## src/rtl/ps2_pkg.sv

```systemverilog
// Shared PS/2 definitions: host-transmit state encoding, frame constants
// and the odd-parity helper used by both transmit and receive paths.
package ps2_pkg;

  localparam int unsigned PS2_DATA_BITS = 8;
  localparam int unsigned PS2_STOP_EDGE = 9;

  typedef enum logic [2:0] {
    IDLE,
    INHIBIT,
    RTS,
    SEND,
    WAIT_ACK,
    WAIT_IDLE
  } ps2_state_e;

  function automatic logic odd_parity(input logic [PS2_DATA_BITS-1:0] data);
    return ~^data;
  endfunction

endpackage

```

## src/rtl/ps2_sync_edge.sv

```systemverilog
// Two-flop synchronizers for the PS/2 clock and data pins plus a falling-edge
// detector on the synchronized clock.
module ps2_sync_edge (
  input  logic clk,
  input  logic rst,
  input  logic ps2_clk,
  input  logic ps2_data,
  output logic clk_sync,
  output logic data_sync,
  output logic clk_fall_c
);

  logic clk_meta;
  logic data_meta;
  logic clk_prev;

  // Reset to the idle (pulled-up) level so leaving reset never looks like an edge
  always_ff @(posedge clk) begin
    if (rst) begin
      clk_meta  <= 1'b1;
      clk_sync  <= 1'b1;
      data_meta <= 1'b1;
      data_sync <= 1'b1;
      clk_prev  <= 1'b1;
    end else begin
      clk_meta  <= ps2_clk;
      clk_sync  <= clk_meta;
      data_meta <= ps2_data;
      data_sync <= data_meta;
      clk_prev  <= clk_sync;
    end
  end

  assign clk_fall_c = clk_prev & ~clk_sync;

endmodule

```

## src/rtl/ps2_transmitter.sv

```systemverilog
// Host-to-device PS/2 transmitter: clock inhibit, request-to-send, 11-bit
// frame clocked by the device, ACK check and bus-idle wait with a watchdog.
module ps2_transmitter
  import ps2_pkg::*;
#(
  parameter int unsigned INHIBIT_CYCLES = 5000,
  parameter int unsigned TIMEOUT_CYCLES = 750000
) (
  input  logic       clk,
  input  logic       rst,
  input  logic       ps2_clk,
  input  logic       ps2_data,
  output logic       ps2_clk_oe,
  output logic       ps2_data_oe,
  input  logic [7:0] tx_data,
  input  logic       tx_start,
  output logic       tx_busy,
  output logic       tx_done,
  output logic       tx_error
);

  localparam int unsigned INH_W   = $clog2(INHIBIT_CYCLES) + 1;
  localparam int unsigned WD_W    = $clog2(TIMEOUT_CYCLES) + 1;
  localparam int unsigned BIT_W   = $clog2(PS2_STOP_EDGE + 1);
  localparam int unsigned SHIFT_W = PS2_DATA_BITS + 1;

  logic clk_sync;
  logic data_sync;
  logic clk_fall;

  ps2_sync_edge u_sync (
    .clk        (clk),
    .rst        (rst),
    .ps2_clk    (ps2_clk),
    .ps2_data   (ps2_data),
    .clk_sync   (clk_sync),
    .data_sync  (data_sync),
    .clk_fall_c (clk_fall)
  );

  ps2_state_e         state_q, state_d;
  logic [SHIFT_W-1:0] shift_q, shift_d;
  logic [BIT_W-1:0]   bit_cnt_q, bit_cnt_d;
  logic [INH_W-1:0]   inh_cnt_q, inh_cnt_d;
  logic [WD_W-1:0]    wd_cnt_q, wd_cnt_d;
  logic               clk_oe_d, data_oe_d, busy_d, done_d, error_d;
  logic               timeout;

  always_ff @(posedge clk) begin
    if (rst) begin
      state_q     <= IDLE;
      shift_q     <= '0;
      bit_cnt_q   <= '0;
      inh_cnt_q   <= '0;
      wd_cnt_q    <= '0;
      ps2_clk_oe  <= 1'b0;
      ps2_data_oe <= 1'b0;
      tx_busy     <= 1'b0;
      tx_done     <= 1'b0;
      tx_error    <= 1'b0;
    end else begin
      state_q     <= state_d;
      shift_q     <= shift_d;
      bit_cnt_q   <= bit_cnt_d;
      inh_cnt_q   <= inh_cnt_d;
      wd_cnt_q    <= wd_cnt_d;
      ps2_clk_oe  <= clk_oe_d;
      ps2_data_oe <= data_oe_d;
      tx_busy     <= busy_d;
      tx_done     <= done_d;
      tx_error    <= error_d;
    end
  end

  // Watchdog expires only when no device edge arrives in this cycle
  assign timeout = ~clk_fall && (wd_cnt_q == WD_W'(TIMEOUT_CYCLES - 1));

  always_comb begin
    state_d   = state_q;
    shift_d   = shift_q;
    bit_cnt_d = bit_cnt_q;
    inh_cnt_d = inh_cnt_q;
    wd_cnt_d  = wd_cnt_q;
    clk_oe_d  = ps2_clk_oe;
    data_oe_d = ps2_data_oe;
    busy_d    = tx_busy;
    done_d    = 1'b0;
    error_d   = 1'b0;

    if (state_q == SEND || state_q == WAIT_ACK || state_q == WAIT_IDLE) begin
      wd_cnt_d = clk_fall ? '0 : wd_cnt_q + WD_W'(1);
    end

    case (state_q)
      IDLE: begin
        clk_oe_d  = 1'b0;
        data_oe_d = 1'b0;
        if (tx_start) begin
          shift_d   = {odd_parity(tx_data), tx_data};
          busy_d    = 1'b1;
          clk_oe_d  = 1'b1;
          inh_cnt_d = '0;
          state_d   = INHIBIT;
        end
      end
      INHIBIT: begin
        inh_cnt_d = inh_cnt_q + INH_W'(1);
        if (inh_cnt_q == INH_W'(INHIBIT_CYCLES - 1)) begin
          data_oe_d = 1'b1;
          state_d   = RTS;
        end
      end
      RTS: begin
        // Start bit is already low; handing the clock to the device
        clk_oe_d  = 1'b0;
        bit_cnt_d = '0;
        wd_cnt_d  = '0;
        state_d   = SEND;
      end
      SEND: begin
        if (clk_fall) begin
          bit_cnt_d = bit_cnt_q + BIT_W'(1);
          if (bit_cnt_q == BIT_W'(PS2_STOP_EDGE)) begin
            data_oe_d = 1'b0;
            state_d   = WAIT_ACK;
          end else begin
            data_oe_d = ~shift_q[0];
            shift_d   = shift_q >> 1;
          end
        end
      end
      WAIT_ACK: begin
        if (clk_fall) begin
          if (!data_sync) begin
            state_d = WAIT_IDLE;
          end else begin
            error_d = 1'b1;
            busy_d  = 1'b0;
            state_d = IDLE;
          end
        end
      end
      WAIT_IDLE: begin
        if (clk_sync && data_sync) begin
          done_d  = 1'b1;
          busy_d  = 1'b0;
          state_d = IDLE;
        end
      end
      default: state_d = IDLE;
    endcase

    if (timeout && (state_q == SEND || state_q == WAIT_ACK ||
                    (state_q == WAIT_IDLE && !(clk_sync && data_sync)))) begin
      clk_oe_d  = 1'b0;
      data_oe_d = 1'b0;
      error_d   = 1'b1;
      busy_d    = 1'b0;
      state_d   = IDLE;
    end
  end

endmodule

```

## config.mk

```make
export PLATFORM = sky130hd
export DESIGN_NAME = ps2_transmitter
export DESIGN_NICKNAME = d
export VERILOG_FILES = /design/src/rtl/ps2_pkg.sv /design/src/rtl/ps2_sync_edge.sv /design/src/rtl/ps2_transmitter.sv
export SDC_FILE = /design/constraint.sdc
export NUM_CORES = 1
export LEC_CHECK = 0
export ABC_CLOCK_PERIOD_IN_PS = 3700
export BUFFER_PORTS_ARGS = -buffer_cell sky130_fd_sc_hd__buf_4
export CORE_MARGIN = 2
export CORE_UTILIZATION = 45
export DETAILED_ROUTE_END_ITERATION = 6
export HOLD_SLACK_MARGIN = 0.12
export PLACE_DENSITY_LB_ADDON = 0.1
export SYNTH_ARGS = -nofsm -noshare
export SYNTH_HDL_FRONTEND = slang
export SYNTH_HIERARCHICAL = 1
export SYNTH_SLANG_ARGS = --single-unit
```

## constraint.sdc

```tcl
create_clock -name clk -period 3.7 [get_ports clk]
set_input_delay 0.555 -clock clk [delete_from_list [all_inputs] [get_ports clk]]
set_output_delay 0.555 -clock clk [all_outputs]
set_load 0.05 [all_outputs]
```

==> results of run 1 <==
[layout make-up]
class | count | area, um^2 | area share, %
Multi-Input combinational cell | 269 | 1620 | 49.1
Sequential cell | 61 | 1220 | 37.0
Timing Repair Buffer | 17 | 128 | 3.87
Clock buffer | 9 | 124 | 3.75
Tap cell | 77 | 96.3 | 2.92
Clock inverter | 7 | 75.1 | 2.27
Inverter | 10 | 37.5 | 1.14
[state kept, by name, indices dropped and copies added (netlist names)]
name / cells
bit_cnt_q: 4
inh_cnt_q: 14
ps2_clk_oe: 1
ps2_data_oe: 1
shift_q: 9
state_q: 3
tx_busy: 1
tx_done: 1
tx_error: 1
u_sync/clk_meta: 1
u_sync/clk_prev: 1
u_sync/clk_sync: 1
u_sync/data_meta: 1
u_sync/data_sync: 1
wd_cnt_q: 21
[cell usage after synthesis, types with 6 or more instances]
library cell  instances  area share, %
a21oi_1              22            3.7
a311oi_1              8            2.4
and3_1               10            2.1
clkbuf_1              8            1.0
dfxtp_1              61             41
inv_1                10            1.3
nand2_1              40            5.1
nand3_1              13            2.2
nand4_1               9            1.9
nor2_1               49            6.2
nor3_1               12            2.0
or3_1                 6            1.3
xnor2_1              22            6.5
[per-stage QoR]
stage,hold slack (ns),std cells
final,0.393,450
after global placement,0.391,434
after global routing,0.392,450
after CTS,0.383,450
after floorplan,0.383,354
after detailed placement,0.399,434
[routing by layer]
layer / wire length, um / global-route usage [%] / share of wire, %
met1: 3170 / 25.4 / 52
met2: 2610 / 27.5 / 43
met3: 162 / 3.50 / 2.7
met4: 94 / 7.36 / 1.6
met5: 0 / 0 / 0
[where the power goes]
group	switching [W]	leakage [nW]	internal [W]
clock network	0.000277	0.0918	0.000313
registers	0.0000308	0.496	0.000686
logic	0.000126	0.589	0.0000757
[critical path, delay by kind of cell (launching register included)]
| family | cells | cell delay, ns |
|---|---|---|
| compound gates | 1 | 0.70 |
| xor+xnor | 1 | 0.18 |
| flops | 1 | 0.67 |
| simple gates | 3 | 0.62 |
[cells in the final DEF, fill, tap and decap left out, drive strengths merged, types with 5 or more instances in the layout]
| cell | netlist | routed |
|---|---|---|
| nand3 | 13 | 13 |
| xnor2 | 22 | 22 |
| nor2 | 50 | 50 |
| or2 | 5 | 5 |
| a311oi | 8 | 8 |
| a21oi | 23 | 23 |
| inv | 10 | 11 |
| nand4 | 9 | 9 |
| o21ai | 10 | 10 |
| nand3b | 5 | 5 |
| dfxtp | 61 | 61 |
| mux2 | 6 | 6 |
| nand2 | 40 | 40 |
| and3 | 10 | 10 |
| buf | 6 | 17 |
| nor3 | 13 | 13 |
| clkbuf | 8 | 9 |
| or3 | 6 | 6 |
[final timing paths]
path	startpoint	endpoint	slack (ns)	cells past startpoint
setup reg to reg	state_q[2]	wd_cnt_q[17]	1.39	5
hold reg to reg	u_sync/clk_meta	u_sync/clk_sync	0.41	1
hold / removal	ps2_clk	u_sync/clk_meta	0.39	2
setup / recovery	state_q[2]	wd_cnt_q[17]	1.39	5
[cells by family after synthesis]
family | after synthesis | synth area share (%)
XOR/XNOR | 26 | 7.73
AND/OR/NAND/NOR | 175 | 30.3
flip-flops | 61 | 41.4
adder cells (fa/ha/maj) | 4 | 1.70
AO/OA/AOI/OAI | 57 | 12.4
buffers and inverters | 24 | 3.61
multiplexers | 7 | 2.76
==> results by group, run 1 <==
Run status
  – Status: complete, no violations

Synthesis
  – Asr flop ratio synth: 0%
  – Most frequently used flop master after synthesis: dfxtp_1
  – Syn_nets: 371
  – Post-Syn Area: 2950 um^2
  – Post-synthesis cell count: 354
  – Post-synthesis sequential area ratio: 41.4%
  – Post-synth cell types: 52
  – Avg Synthesized Cell Area: 8.32 um^2
  – Post-synth EDFFs: 0
  – Yosys warning total: 6
  – Number of synthesized register bits: 61

Placement
  – Placed cell areas: 3100 um^2
  – Post-place setup slack: 1.42 ns
  – GP Congestion: 0.730
  – DPL Wire Length: 4120 um
  – PortBufs: 17

Clock tree
  – Worst skew pair latency: 0.34 ns
  – H-tree levels: 3
  – Clk root buf: clkbuf_8
  – Post-CTS Setup Bufs: 0
  – Post-cts hold buffer count: 0
  – Clk pin slew, worst setup/hold paths: 0.08 ns
  – CTS sink cnt: 61
  – Post-CTS sizing: 0
  – CTS tree: built
  – Num CTS Buffers: 9
  – Clock Path Buffers: 2

Route
  – Drt first pass iters: 4
  – Drt wl/cell: 13.4 um
  – Drt total wl: 6040 um
  – DR iter-0 viols: 96
  – Post-DRT Antenna Nets: 0
  – Vias per cell: 5.46
  – DRC Markers: 0
  – Via count: 2,459

Global routing
  – Antenna violations before repair: 0
  – GRT Residual Overflow: 0
  – Vias in the first global route: 2,310
  – GRT Util Overall: 18.1%
  – Largest net degree at the start of global routing: 36
  – Global-route wire length before repair: 10,600 um

Floorplan
  – I/O pin cnt: 18
  – Cell Rows: 29
  – Total die area: 7210 um^2
  – Die Ht: 84.9 um
  – Chip Width: 84.9 um
  – Core Region: 6350 um^2
  – Starting Density: 46.4%

Layout
  – Final Net Count: 385
  – Final Instance Area: 3300 um^2
  – Area growth syn-to-layout: 12.0%
  – N_diodes: 0
  – Ratio of cells with drive above 1 in the final layout: 10.7%
  – Util after Layout: 52.0%
  – Fill cells: 619

Timing
  – Setup TNS: 0 ns
  – Slew @ Worst Pin: 0.849 ns
  – Final Cycle Share: 62.4%
  – Post-layout min period: 2.31 ns
  – RSZ-0062 raised after global routing: no
  – Final setup fails: 0
  – Achievable Freq: 0.433 GHz
  – Post-Route Skew: 0.0121 ns
  – Hold violation total from the final report: 0
  – Setup ws final: 1.39 ns
  – Slew HR: 42.6%
  – Max-slew violation count: 0

Run
  – Max_cap viols: 0

Worst setup path
  – Worst endpoint required time: 3.89 ns
  – Crit start category: flip-flop
  – Worst setup EP type: flip-flop
  – Crit-path max FO: 18
  – Cell with the largest stage delay on the worst path: o211ai_1
  – CP max stage delay: 0.70 ns
  – Crit path DAT: 2.50 ns
  – Setup CP Type: flip-flop to flip-flop
  – Critical path, cell by cell: and3b_1 -> o211ai_1 -> nor3_1 -> xnor2_1 -> nor2_1

Power and ir drop
  – Pwr/cell area: 457 nW/um^2
  – Leak pwr: 1.18 nW
  – Total Power: 0.00151 W
  – Max VDD drop: 0.251 mV

Min path
  – Min-delay worst type: input port to flip-flop
(Power assumes the default switching activity.)
==> run 2, diff against run 1 <==
Settings changed: ABC_CLOCK_PERIOD_IN_PS 3700 to 2100.
Clock period 3.7 ns to 2.1 ns, I/O delays scaled along.
==> run 2 against run 1 <==
  * Total power up 71%
  * Global-route usage grew 0.93 points
  * Die area unchanged
  * Via count grew 2.3%
  * Non-clock buffer count increased by 15
  * Setup slack lost 1.2 ns
  * Cell count is 2.9% higher
  * Highest routed layer unchanged
  * Utilization grew 1.3 points
  * Combinational power is 110% higher
==> results by group, run 2 (synthesis results as in run 1) <==
Run status
  – Status: complete, no violations

Route
  – Drt total wl: 6300 um (+4.3%)
  – Post-DRT Antenna Nets: 0 (unchanged)
  – Vias per cell: 5.43 (-0.59%)
  – DR iter-0 viols: 104 (+8.3%)
  – DRC Markers: 0 (unchanged)
  – Drt first pass iters: 4 (unchanged)
  – Drt wl/cell: 13.6 um (+1.4%)
  – Via count: 2,515 (+2.3%)

Layout
  – Ratio of cells with drive above 1 in the final layout: 14.0% (+3.3 points)
  – Final Net Count: 400 (+3.9%)
  – Reg with most FFs: wd_cnt_q
  – Area growth syn-to-layout: 14.8%
  – N_diodes: 0 (unchanged)
  – Max reg flops: 21 (unchanged)
  – Leading cell types in the layout, fill and taps excluded: 60 x dfxtp_1, 49 x nor2_1, 40 x nand2_1, 32 x buf_4
  – Most common cell after layout, fill and taps aside: dfxtp_1
  – Final Instance Area: 3380 um^2 (+2.5%)
  – Regs by FF count: wd_cnt_q (21), inh_cnt_q (14), shift_q (9)

Timing
  – Final Cycle Share: 90.7% (+28 points)
  – Final setup fails: 0 (unchanged)
  – RSZ-0062 raised after global routing: no
  – Post-layout min period: 1.91 ns (-0.402 ns)
  – Achievable Freq: 0.525 GHz (+21%)
  – Setup TNS: 0 ns (unchanged)
  – Hold violation total from the final report: 0 (unchanged)
  – Max-slew violation count: 0 (unchanged)
  – Slew @ Worst Pin: 0.758 ns (-0.0912 ns)
  – Setup ws final: 0.194 ns (-1.20 ns)
  – Worst hold slack: 0.157 ns (-0.236 ns)
  – Slew HR: 49.2% (+6.5 points)
  – Post-Route Skew: 0.0108 ns (-0.00130 ns)

Clock tree
  – CTS sink cnt: 61 (unchanged)
  – Clock Path Buffers: 2 (unchanged)
  – Post-cts hold buffer count: 0 (unchanged)
  – CTS tree: built
  – Clk root buf: clkbuf_8
  – Num CTS Buffers: 9 (unchanged)
  – Clk pin slew, worst setup/hold paths: 0.07 ns (about the same)
  – Worst skew pair latency: 0.33 ns (about the same)
  – H-tree levels: 3 (unchanged)

Global routing
  – Largest net degree at the start of global routing: 36 (unchanged)
  – Antenna violations before repair: 0 (unchanged)
  – GRT Residual Overflow: 0 (unchanged)
  – GRT Util Overall: 19.0% (+0.93 points)
  – Vias in the first global route: 2,436 (+5.5%)
  – Global-route wire length before repair: 11,100 um (+4.4%)

Floorplan
  – Starting Density: 46.4% (unchanged)
  – Total die area: 7210 um^2 (unchanged)
  – Cell Rows: 29 (unchanged)
  – Die Ht: 84.9 um (unchanged)
  – I/O pin cnt: 18 (unchanged)
  – Chip Width: 84.9 um (unchanged)
  – Core Region: 6350 um^2 (unchanged)

Worst setup path
  – Crit. Startpoint: state_q[1]
  – Crit start category: flip-flop
  – R2R Path End: wd_cnt_q[9]
  – Crit-path max FO: 10 (-8)
  – Reg-to-reg slack, setup: 0.19 ns (-1.20 ns)
  – Worst endpoint required time: 2.32 ns (-1.57 ns)
  – R2r worst-path depth: 6 (+1)
  – Reg2reg start: state_q[1]
  – Crit path DAT: 2.13 ns (-0.37 ns)
  – Setup CP Type: flip-flop to flip-flop
  – Worst setup EP type: flip-flop

Run
  – Max_cap viols: 0 (unchanged)

Power and ir drop
  – Total Power: 0.00257 W (+71%)
  – Leak pwr: 1.25 nW (+6.3%)
  – Pwr/cell area: 760 nW/um^2 (+66%)
  – Max VDD drop: 0.370 mV (+47%)

Min path
  – Hold Crit Endpoint: u_sync/clk_meta
  – Hold Startpoint: ps2_clk
  – Worst hold stages: 2 (unchanged)
  – Min-delay worst type: input port to flip-flop

Placement
  – DPL Wire Length: 4390 um (+6.6%)
  – Post-place setup slack: 0.149 ns (-1.27 ns)
  – PortBufs: 17 (unchanged)
  – GP Congestion: 0.810 (+11%)
  – Placed cell areas: 3210 um^2 (+3.6%)
run 2: cell count changes in the layout (fill, tap and decap cells not counted), sizes merged:
cell      before  now
buf           17   32
clkbuf         9   12
clkinvlp       3    0
bufinv         1    0
inv           11   10
run 2: worst max path at each step:
stage | depth (start not counted) | slack, ns | endpoint
3_5_place_dp | 5 | 0.15 | inh_cnt_q[9]
3_3_place_gp | 5 | 0.19 | inh_cnt_q[13]
6_report | 6 | 0.19 | wd_cnt_q[9]
2_1_floorplan | 7 | 0.33 | inh_cnt_q[9]
5_1_grt | 6 | 0.06 | wd_cnt_q[16]
4_1_cts | 5 | 0.15 | inh_cnt_q[9]
run 2: report_power, final:
part | internal, W | total [W] | leakage (nW) | switching (W)
Clock | 0.000476 | 0.000907 | 0.0881 | 0.000431
Combinational | 0.000171 | 0.000418 | 0.667 | 0.000248
Sequential | 0.00121 | 0.00125 | 0.496 | 0.0000360
run 2: cell type report:
class / count / area, um^2
Inverter: 10 / 37.5
Sequential cell: 61 / 1220
Clock buffer: 12 / 155
Tap cell: 77 / 96.3
Fill cell: 604 / 2970
Timing Repair Buffer: 32 / 240
Multi-Input combinational cell: 269 / 1620
Clock inverter: 2 / 10.0
run 2: repair_timing:
item                       4_1_cts  5_1_grt
hold endpoints to repair         0        0
buffers inserted                 0        0
resized for setup                0        2
setup endpoints to repair        0        1
run 2: worst max-delay path: stages, from the launching register on:
cell,delay [ns]
dfxtp_1,0.38
buf_4,0.19
and3b_1,0.22
o211ai_1,0.61
nor3_1,0.16
xnor2_1,0.17
nor2_1,0.05
run 2: metrics by stage:
step	cells	util, %
2_1_floorplan	354	-
4_1_cts	463	53.2
3_5_place_dp	449	50.6
6_report	463	53.3
5_1_grt	463	53.3
3_3_place_gp	449	50.6
run 2: metal layers:
metal / track usage, % / share of wire [%] / routed length [um] / up-vias
li1: - / - / - / 1293
met1: 25.4 / 51 / 3220 / 1187
met2: 29.6 / 45 / 2850 / 27
met3: 3.89 / 2.1 / 132 / 8
met4: 8.95 / 1.5 / 97 / 0
met5: 0 / 0 / 0 / -
==> run 3, diff against run 2 <==
Settings changed: CELL_PAD_IN_SITES_DETAIL_PLACEMENT set to 0, CELL_PAD_IN_SITES_GLOBAL_PLACEMENT set to 1, CORE_MARGIN 2 to not set, CORE_UTILIZATION 45 to 41.
==> run 3 against run 2 <==
  * Register-to-register slack improved by 0.03 ns
  * Via count rose by 0.60%
  * Clock-buffer cell count is the same
  * Final area is 2.2% higher
  * Die area grew 4.4%
  * Sequential share of layout area is 0.81 points lower
  * Total power is 7.7% higher
  * Utilization decreased by 3.0 points
  * Combinational power is essentially flat
  * Clock power increased by 21%
  * Setup slack improved by 0.026 ns
==> results by group, run 3 (synthesis results as in run 1) <==
Run status
  – Status: complete, no violations

Clock tree
  – Post-CTS Setup Bufs: 0 (unchanged)
  – CTS tree: built
  – Post-cts hold buffer count: 0 (unchanged)
  – H-tree levels: 3 (unchanged)
  – Clk pin slew, worst setup/hold paths: 0.07 ns (about the same)
  – Clock Path Buffers: 2 (unchanged)
  – CTS sink cnt: 61 (unchanged)
  – Clk root buf: clkbuf_8
  – Num CTS Buffers: 9 (unchanged)
  – Worst skew pair latency: 0.34 ns (about the same)

Layout
  – Final Net Count: 401 (+0.25%)
  – Fill cells: 683 (+13%)
  – Multi-input logic area: 1620 um^2 (about the same)
  – N_diodes: 0 (unchanged)
  – Non-Filler Instances: 485 (+4.8%)
  – Regs by FF count: wd_cnt_q (21), inh_cnt_q (14), shift_q (9)
  – Max reg flops: 21 (unchanged)
  – Reg with most FFs: wd_cnt_q
  – Most common cell after layout, fill and taps aside: dfxtp_1
  – Area growth syn-to-layout: 17.3%
  – Leading cell types in the layout, fill and taps excluded: 61 x dfxtp_1, 49 x nor2_1, 40 x nand2_1, 33 x buf_4
  – Sequential Area: 1220 um^2 (-0.10%)
  – Ratio of cells with drive above 1 in the final layout: 14.4% (+0.41 points)

Global routing
  – GRT Residual Overflow: 0 (unchanged)
  – GRT Util Overall: 19.7% (+0.66 points)
  – Largest net degree at the start of global routing: 36 (unchanged)
  – Antenna violations before repair: 0 (unchanged)
  – Vias in the first global route: 2,430 (-0.25%)
  – Global-route wire length before repair: 11,600 um (+4.5%)

Timing
  – Final setup fails: 0 (unchanged)
  – Final Cycle Share: 89.5% (-1.3 points)
  – Post-layout min period: 1.88 ns (-0.0263 ns)
  – RSZ-0062 raised after global routing: no
  – Setup ws final: 0.221 ns (+0.0263 ns)
  – Worst hold slack: 0.157 ns (-0.000444 ns)
  – Max-slew violation count: 0 (unchanged)
  – Post-Route Skew: 0.00803 ns (-0.00272 ns)
  – Setup TNS: 0 ns (unchanged)
  – Slew HR: 50.9% (+1.7 points)
  – Hold violation total from the final report: 0 (unchanged)
  – Slew @ Worst Pin: 0.732 ns (-0.0260 ns)
  – Achievable Freq: 0.532 GHz (+1.4%)

Power and ir drop
  – Max VDD drop: 0.385 mV (+3.9%)
  – Total Power: 0.00277 W (+7.7%)
  – Leak pwr: 1.28 nW (+2.1%)
  – Pwr/cell area: 801 nW/um^2 (+5.4%)

Worst setup path
  – Worst setup EP type: flip-flop
  – Critical path, cell by cell: or3b_1 -> nor3_2 -> nand4_1 -> mux2_1 -> nor2_1
  – Buf/Inv on CP: 0 (-1)
  – R2R Path End: inh_cnt_q[13]
  – Family with the most delay on the worst path: simple AND/OR/NAND/NOR gates
  – Crit. Startpoint: state_q[1]
  – Crit path DAT: 2.15 ns (+0.02 ns)
  – Cell with the largest stage delay on the worst path: or3b_1
  – Setup CP Type: flip-flop to flip-flop
  – Worst Setup EP: inh_cnt_q[13]
  – Reg-to-reg slack, setup: 0.22 ns (+0.03 ns)
  – CP max stage delay: 0.52 ns (-0.09 ns)
  – Worst endpoint required time: 2.37 ns (+0.05 ns)
  – Crit start category: flip-flop
  – Crit path depth: 5 (-1)
  – Reg2reg start: state_q[1]
  – Crit-path max FO: 14 (+4)
  – R2r worst-path depth: 5 (-1)

Floorplan
  – I/O pin cnt: 18 (unchanged)
  – Core Region: 6870 um^2 (+8.2%)
  – Chip Width: 86.8 um (+2.2%)
  – Total die area: 7530 um^2 (+4.4%)
  – Cell Rows: 30 (+3.4%)
  – Die Ht: 86.8 um (+2.2%)
  – Starting Density: 42.9% (-3.5 points)

Route
  – Drt total wl: 6490 um (+3.0%)
  – Drt wl/cell: 13.4 um (-1.7%)
  – Vias per cell: 5.22 (-4.0%)
  – DRC Markers: 0 (unchanged)
  – DR iter-0 viols: 154 (+48%)
  – Drt first pass iters: 4 (unchanged)
  – Via count: 2,530 (+0.60%)
  – Post-DRT Antenna Nets: 0 (unchanged)

Placement
  – Placed insts: 469 (+4.5%)
  – PortBufs: 17 (unchanged)
  – Post-place setup slack: 0.184 ns (+0.0350 ns)
  – GP Congestion: 0.776 (-4.2%)
  – DPL Wire Length: 4420 um (+0.79%)

Run
  – Max_cap viols: 0 (unchanged)

Min path
  – Min-delay worst type: input port to flip-flop
run 3: area by class of cell:
class                   instances  area share, %
clock inverters                 4           1.30
multi-input cells             269           46.9
inverters                      10           1.09
clock buffers                  12           4.78
well taps                      96           3.47
repair buffers                 33           7.17
flip-flops and latches         61           35.3
run 3: worst min-delay path by stage:
stage / start / end / slack (ns) / depth (start not counted)
6_report: ps2_clk / u_sync/clk_meta / 0.16 / 2
5_1_grt: ps2_clk / u_sync/clk_meta / 0.14 / 2
4_1_cts: ps2_clk / u_sync/clk_meta / 0.14 / 2
3_5_place_dp: u_sync/data_meta / u_sync/data_sync / 0.40 / 1
3_3_place_gp: u_sync/data_meta / u_sync/data_sync / 0.40 / 1
2_1_floorplan: u_sync/clk_meta / u_sync/clk_sync / 0.38 / 1
run 3: where the power goes:
part           total [W]  internal, W  leakage [nW]  switching, W
registers        0.00125      0.00121         0.496     0.0000422
clock network    0.00110     0.000639         0.112      0.000463
logic           0.000415     0.000169         0.669      0.000245
run 3: what timing repair did:
item / CTS / global route
setup endpoints to repair: 0 / 3
gates resized for setup: 0 / 1
hold endpoints to repair: 0 / 0
run 3: routing by layer:
layer / vias up / wire, um / global-route usage (%)
met5: - / 0 / 0
met2: 33 / 2780 / 29.4
met1: 1188 / 3380 / 28.4
li1: 1299 / - / -
met4: 0 / 99 / 7.27
met3: 10 / 231 / 3.43
run 3: stage by stage:
step | utilization (%) | area, um^2
floorplan | - | 2950
global placement | 47.2 | 3250
detailed placement | 47.2 | 3250
CTS | 50.3 | 3460
global route | 50.3 | 3460
finish | 50.3 | 3460
